===== config.mk =====
export PLATFORM = sky130hd
export DESIGN_NAME = vending_credit_fsm
export DESIGN_NICKNAME = d
export VERILOG_FILES = /design/src/rtl/vending_credit_fsm.sv
export SDC_FILE = /design/constraint.sdc
export NUM_CORES = 1
export LEC_CHECK = 0
export ABC_AREA = 1
export BUFFER_PORTS_ARGS = -buffer_cell sky130_fd_sc_hd__buf_4
export CORE_UTILIZATION = 45
export DETAILED_ROUTE_END_ITERATION = 10
export GPL_ROUTABILITY_DRIVEN = 0
export GPL_TIMING_DRIVEN = 0
export PLACE_DENSITY_LB_ADDON = 0.2
export SETUP_SLACK_MARGIN = 0.2
export SYNTH_ARGS = -nofsm -noshare
export SYNTH_HDL_FRONTEND = slang
export SYNTH_SLANG_ARGS = --single-unit

===== constraint.sdc =====
create_clock -name clock -period 2.83 [get_ports clock]
set_input_delay 0.566 -clock clock [delete_from_list [all_inputs] [get_ports clock]]
set_output_delay 0.566 -clock clock [all_outputs]
set_load 0.005 [all_outputs]

===== src/rtl/vending_credit_fsm.sv =====
// rtl/vending_credit_fsm.sv - coin credit vending FSM with handshaked change return (optional VEND_COUNT_EN vend counter)
module vending_credit_fsm #(
    parameter int PRICE    = 25,
    parameter int CREDIT_W = 6,
    parameter int CNT_W    = 16
) (
    input  logic                clock,
    input  logic                reset,
    input  logic                fiveKurus,
    input  logic                tenKurus,
    input  logic                twentyFiveKurus,
    input  logic                cancel,
    output logic                theProduct,
    output logic                change_valid,
    input  logic                change_ready,
    output logic [CREDIT_W-1:0] credit,
    output logic                coin_reject,
    output logic                busy
`ifdef VEND_COUNT_EN
    ,
    output logic [CNT_W-1:0]    vend_count
`endif
);

    typedef enum logic [1:0] {
        IDLE    = 2'd0,
        COLLECT = 2'd1,
        VEND    = 2'd2,
        RETURN  = 2'd3
    } state_t;

    localparam logic [CREDIT_W-1:0] PRICE_C = CREDIT_W'(PRICE);
    localparam logic [CREDIT_W-1:0] COIN5   = CREDIT_W'(5);
    localparam logic [CREDIT_W-1:0] COIN10  = CREDIT_W'(10);
    localparam logic [CREDIT_W-1:0] COIN25  = CREDIT_W'(25);

    state_t              state;
    state_t              stateNext;
    logic [CREDIT_W-1:0] creditReg;
    logic [CREDIT_W-1:0] creditNext;
    logic                rejectReg;
    logic                rejectNext;

    logic [1:0]          coinCount;
    logic                anyCoin;
    logic                legalCoin;
    logic                illegalCoin;
    logic [CREDIT_W-1:0] coinValue;
    logic [CREDIT_W-1:0] creditSum;

    // Classify this cycle's coin inputs and pick the value of a single legal coin
    always_comb begin
        coinCount   = {1'b0, fiveKurus} + {1'b0, tenKurus} + {1'b0, twentyFiveKurus};
        anyCoin     = fiveKurus | tenKurus | twentyFiveKurus;
        legalCoin   = (coinCount == 2'd1);
        illegalCoin = (coinCount >= 2'd2);
        coinValue   = '0;
        if (fiveKurus) begin
            coinValue = COIN5;
        end else if (tenKurus) begin
            coinValue = COIN10;
        end else if (twentyFiveKurus) begin
            coinValue = COIN25;
        end
        creditSum = creditReg + coinValue;
    end

    // Next state, next credit and next reject flag
    always_comb begin
        stateNext  = state;
        creditNext = creditReg;
        rejectNext = 1'b0;
        case (state)
            IDLE, COLLECT: begin
                if (cancel && (state == COLLECT)) begin
                    // Cancel wins over any coin arriving in the same cycle
                    stateNext  = RETURN;
                    rejectNext = anyCoin;
                end else if (illegalCoin) begin
                    rejectNext = 1'b1;
                end else if (legalCoin) begin
                    creditNext = creditSum;
                    stateNext  = (creditSum >= PRICE_C) ? VEND : COLLECT;
                end
            end
            VEND: begin
                rejectNext = anyCoin;
                creditNext = creditReg - PRICE_C;
                stateNext  = (creditReg == PRICE_C) ? IDLE : RETURN;
            end
            RETURN: begin
                rejectNext = anyCoin;
                if (creditReg == '0) begin
                    stateNext = IDLE;
                end else if (change_ready) begin
                    creditNext = creditReg - COIN5;
                    if (creditReg == COIN5) begin
                        stateNext = IDLE;
                    end
                end
            end
            default: begin
                stateNext  = IDLE;
                creditNext = '0;
            end
        endcase
    end

    // State, credit and reject registers
    always_ff @(posedge clock) begin
        if (reset) begin
            state     <= IDLE;
            creditReg <= '0;
            rejectReg <= 1'b0;
        end else begin
            state     <= stateNext;
            creditReg <= creditNext;
            rejectReg <= rejectNext;
        end
    end

`ifdef VEND_COUNT_EN
    logic [CNT_W-1:0] vendCount;

    // Count completed VEND cycles, wrapping naturally
    always_ff @(posedge clock) begin
        if (reset) begin
            vendCount <= '0;
        end else if (state == VEND) begin
            vendCount <= vendCount + 1'b1;
        end
    end

    assign vend_count = vendCount;
`endif

    // Moore outputs decoded from registered state and credit
    always_comb begin
        theProduct   = (state == VEND);
        change_valid = (state == RETURN) && (creditReg != '0);
        busy         = (state == VEND) || (state == RETURN);
        credit       = creditReg;
        coin_reject  = rejectReg;
    end

endmodule


# Word level (Yosys, flattened, before mapping)

Index checks and enable logic that the tools add are counted.

Output and inout port bits: 10
Register bits after elaboration: 9
Logic and storage cells: 58

$lt $le $gt $ge: 2
Mux-type cells: 21
Bitwise logic cells: 2
Add/subtract/negate cells: 5
Eq/ne operators: 15
Reductions and logical operators: 10

Operators by type and width:

| cell                                                                  | number |
|---|---|
| 6-bit two-way mux                                                     | 5 |
| 6-bit case mux with 3 select lines                                    | 1 |
| 2-bit two-way mux                                                     | 8 |
| 5-bit two-way mux                                                     | 3 |
| 3-bit inequality test, second input constant                          | 4 |
| 2-bit inequality test, second input constant                          | 5 |
| 6-bit adder                                                           | 1 |
| 6-bit by 3-bit == test with 1-bit output, second input constant       | 1 |
| 6-bit by 5-bit == test with 1-bit output, second input constant       | 1 |
| 6-bit by 5-bit >= comparator with 1-bit output, second input constant | 1 |
| 6-bit zero test                                                       | 1 |
| 2-bit case mux with 3 select lines                                    | 1 |
| 6-bit nonzero test                                                    | 1 |
| 6-bit by 3-bit subtractor with 6-bit output, second input constant    | 1 |
| 6-bit by 5-bit subtractor with 6-bit output, second input constant    | 1 |
| 5-bit AND reduction                                                   | 1 |
| 2-bit by 1-bit == test with 1-bit output, second input constant       | 2 |
| 2-bit == test, second input constant                                  | 2 |
| 4-bit AND reduction                                                   | 1 |
| 2-bit OR reduction                                                    | 2 |
| 1-bit by 1-bit adder with 2-bit output                                | 1 |
| 2-bit by 1-bit adder with 2-bit output                                | 1 |
| 2-bit >= comparator, second input constant                            | 1 |
| 1-bit logical AND                                                     | 2 |
| other kinds (5)                                                       | 7 |

# Depth between registers and ports, before layout

Depth in word-level cells: 10
Mapped depth: 12

# Worst setup path before layout

OpenSTA, ideal clock, no wires.

Path type: input port to flip-flop
Start: input twentyFiveKurus
End: register state[1]
Setup slack: 0.893 ns
Path buffers: 0
Arrival time: 1.868 ns
Stages on the path: 11
Required time: 2.760 ns
Cells stage by stage: inv_1 -> o21ai_0 -> ha_1 -> fa_1 -> nand3_1 -> nand3_1 -> nand2_1 -> nand3_1 -> nand2_1 -> nand2_1 -> a21oi_1

Word-level cells in the longest chain between the ends: 10
Elaborated cells on any way between the ends: 16
Those cells by class: 2 x add/sub; 2 x order compare; 3 x eq/ne; 8 x mux; 1 x reduce/logical

Ends and longest elaborated chain:

| item                                           | line | source |
|---|---|---|
| start, declared                                | 11   | `input logic twentyFiveKurus,` |
| 5-bit two-way mux                              | 62   | `end else if (twentyFiveKurus) begin` |
| 5-bit two-way mux                              | 60   | `end else if (tenKurus) begin` |
| 5-bit two-way mux                              | 58   | `if (fiveKurus) begin` |
| 6-bit adder                                    | 65   | `creditSum = creditReg + coinValue;` |
| 6-bit by 5-bit >= comparator with 1-bit output | 83   | `stateNext = (creditSum >= PRICE_C) ? VEND : COLLECT;` |
| 2-bit two-way mux                              | 83   |  |
| 2-bit two-way mux                              | 81   | `end else if (legalCoin) begin` |
| 2-bit two-way mux                              | 79   | `end else if (illegalCoin) begin` |
| 2-bit two-way mux                              | 75   | `if (cancel && (state == COLLECT)) begin` |
| 2-bit case mux with 3 select lines             | 73   | `case (state)` |
| end signal, assigned                           | 116  | `state <= stateNext;` |
| end, declared                                  | 37   | `state_t state;` |

Parallel ways exist; a longest one is shown, timed or not. The select of a mux whose other input is x is not followed.
A chain may end at the register's enable or synchronous reset.

# Final worst setup path

Start: register creditReg[0] (netlist: credit[0])
End: output change_valid

Word-level cells in the longest chain between the ends: 2

Ends and longest elaborated chain:

| item                   | line | source |
|---|---|---|
| start, declared        | 39   | `logic [CREDIT_W-1:0] creditReg;` |
| start signal, assigned | 117  | `creditReg <= creditNext;` |
| 6-bit nonzero test     | 140  | `change_valid = (state == RETURN) && (creditReg != '0);` |
| 1-bit logical AND      | 140  |  |
| end, declared          | 14   | `output logic change_valid,` |

No other way between the ends.

==> results.cfg <==
[status]
status = complete, no violations

[detailed_routing]
vias = 1087
drc_errors = 0
wl_per_cell_um = 11.33
drt_iter0_drc = 38
ant_nets = 0
viasPerCell = 5.152
firstDrtPassIters = 4
wirelength_mm = 2.390

[logic_synthesis]
synthesis.area_um2 = 958.4
synth_fp_nets = 180
yosysSeqAreaShare_pct = 18.80
synth_area_leaders = dfxtp_1, nand2_1, ha_1, nand3_1, inv_1
synth_edf_count = 0
ys.flop_type = dfxtp_1
yosysWarnings = 0
synth_largest_area_cell = dfxtp_1
ys_types = 21
synth-seq-cells = 9
async_flop_share_pct = 0
yosysMostFrequentCell = nand2_1
synth_top_area_share_pct = 18.80
syn_avg_cell_area_um2 = 5.844
synth_cells = 164
synthTopCellsByCount = nand2_1, inv_1, nor2_1

[worst_setup_path]
arrival_ns = 1.54
cp-start-kind = register
cp_common_cell = nand2_1
worstReg2RegEnd = credit[0]
r2r_start = credit[0]
reg2reg_depth = 10
path_cells = inv_1 -> ha_1 -> nand2_1 -> nor2_1 -> nand2_1 -> nand2_1 -> inv_1 -> buf_4
timing.critical_path.required_ns = 2.26
cpPeakStageDelay_ns = 0.43
cp_max_fo = 6
crit_slowest_cell = dfxtp_1
crit_type = reg2out
r2r_slack_ns = 1.04
cp-end-kind = primary output

[floorplanning]
start_util_pct = 48.36
die_w_um = 48.15
io_pins = 17
core_um2 = 1982
die-area_um2 = 2318
die-height_um = 48.15
std_cell_rows = 16

[timing]
hold_viol = 0
fmax_mhz = 474.1
fin_skew_ns = 0.002637
finalSetupViolCount = 0
min_period_ns = 2.109
worst_slew_margin_rel_pct = 70.76
tightest_slew_ns = 0.4340
rsz0062_at_grt = false
fin_setup_tns_ns = 0
slew_viol_final = 0
holdWs_ns = 0.4582
period_share_pct = 74.53

[flow_run]
drv_cap = 0

[grt]
overflow = 0
antenna_found_initial = 0
grt_max_degree = 11
grt_pass1_vias = 894
grt_usage_pct = 23.97
grt_pass1_wl_mm = 3.795

[final_layout]
area_growth_syn_to_layout_pct = 18.93
drive_gt1_share_pct = 15.22
nNetsFinal = 201
multiInputGateArea_um2 = 668.1
fin_area_um2 = 1140
num_antenna_cells = 0
fill_cells = 205
seq_area_um2 = 180.2

[cts]
cts_buffer_depth = 2
cts_buffers = 3
cts_resized = 0
cts_tree = done
postCtsSetupBuffers = 0
cts_sinks = 9
clk-insertion-delay-late_ns = 0.27
postCtsHoldBufs = 0
htreeDepth = 1
clk_pin_slew_ns = 0.07
cts-root-buf = clkbuf_4

[placement]
placed_area_um2 = 1112
io_buffers = 16
post-dp-hpwl_mm = 1.919

[power_and_ir_drop]
power_density_nw_per_um2 = 978.9
vdd_drop_max_uv = 644.7
leakage_nw = 0.6084
p_total_mw = 1.116

[worst_hold_path]
holdPathStages = 2
min_path_type = in2reg
hold_start = reset
holdPathEnd = credit[4]
-- through the flow --
step / std cells / worst slack (ns) / util [%]
3_5_place_dp: 207 / 0.5720 / 56.12
5_1_grt: 211 / 0.6260 / 57.51
2_1_floorplan: 164 / 0.8927 / -
6_report: 211 / 0.7208 / 57.51
3_3_place_gp: 207 / 0.5831 / 56.12
4_1_cts: 211 / 0.7291 / 57.51
-- critical path: cells and delay by family, from the launching register on --
kind / cells / cell delay [ns]
flip-flops: 1 / 0.43
AND/OR/NAND/NOR: 4 / 0.33
adder cells (fa/ha/maj): 1 / 0.22
buffers and inverters: 3 / 0.30
-- cell usage in the layout, fill, tap and decap left out --
| cell | instances |
|---|---|
| clkinv_2 | 1 |
| clkbuf_1 | 2 |
| a21oi_1 | 13 |
| ha_1 | 7 |
| buf_6 | 1 |
| xor2_1 | 2 |
| o21ai_0 | 13 |
| inv_1 | 20 |
| a311oi_1 | 1 |
| inv_2 | 3 |
| dfxtp_1 | 9 |
| or2_2 | 2 |
| clkbuf_4 | 3 |
| nor3_1 | 1 |
| clkbuf_2 | 1 |
| o221ai_1 | 1 |
| nand2_1 | 48 |
| fa_1 | 2 |
| nand3_1 | 16 |
| xnor2_1 | 1 |
| nor2_1 | 17 |
| nor2_2 | 1 |
| nand4_1 | 3 |
| buf_4 | 16 |
-- worst max-delay path by stage --
stage                               start      endpoint  slack, ns  cells past startpoint
after CTS                       credit[0]  change_valid       0.73                      8
after global placement    twentyFiveKurus      state[0]       0.58                     10
after global routing            credit[1]  change_valid       0.63                      8
after floorplan           twentyFiveKurus      state[1]       0.89                     11
after detailed placement        fiveKurus     credit[1]       0.57                      9
final                           credit[0]  change_valid       0.72                      8
-- power by group --
part	switching [mW]	leakage, nW	internal [mW]	total, mW
Sequential	0.0670	0.0745	0.179	0.246
Clock	0.0552	0.0177	0.0524	0.108
Combinational	0.449	0.516	0.313	0.763
-- state kept, by name (all words and copies together), names as in the netlist --
| name | flops |
|---|---|
| state | 2 |
| coin_reject | 1 |
| credit | 6 |
-- cells by family after synthesis --
family,count (synthesis),synth area share [%]
AND/OR/NAND/NOR,88,38.25
buffers and inverters,27,11.49
adder cells (fa/ha/maj),9,13.32
AO/OA/AOI/OAI,28,15.40
XOR/XNOR,3,2.742
flip-flops,9,18.80
-- area by class of cell --
type                    instances  share of cell area (%)
clock inverters                 1                  0.4391
clock buffers                   3                   1.976
plain buffers                   4                   2.086
inverters                      23                   7.574
repair buffers                 16                   10.54
flip-flops and latches          9                   15.81
multi-input cells             128                   58.62
well taps                      27                   2.964
-- metal layers --
layer / GRT usage [%] / wire length, um
met3: 7.778 / 188
met5: 0 / 0
met2: 37.33 / 1125
met1: 33.26 / 1076
met4: 2.778 / 0
Power figures use the tool's default switching activity.
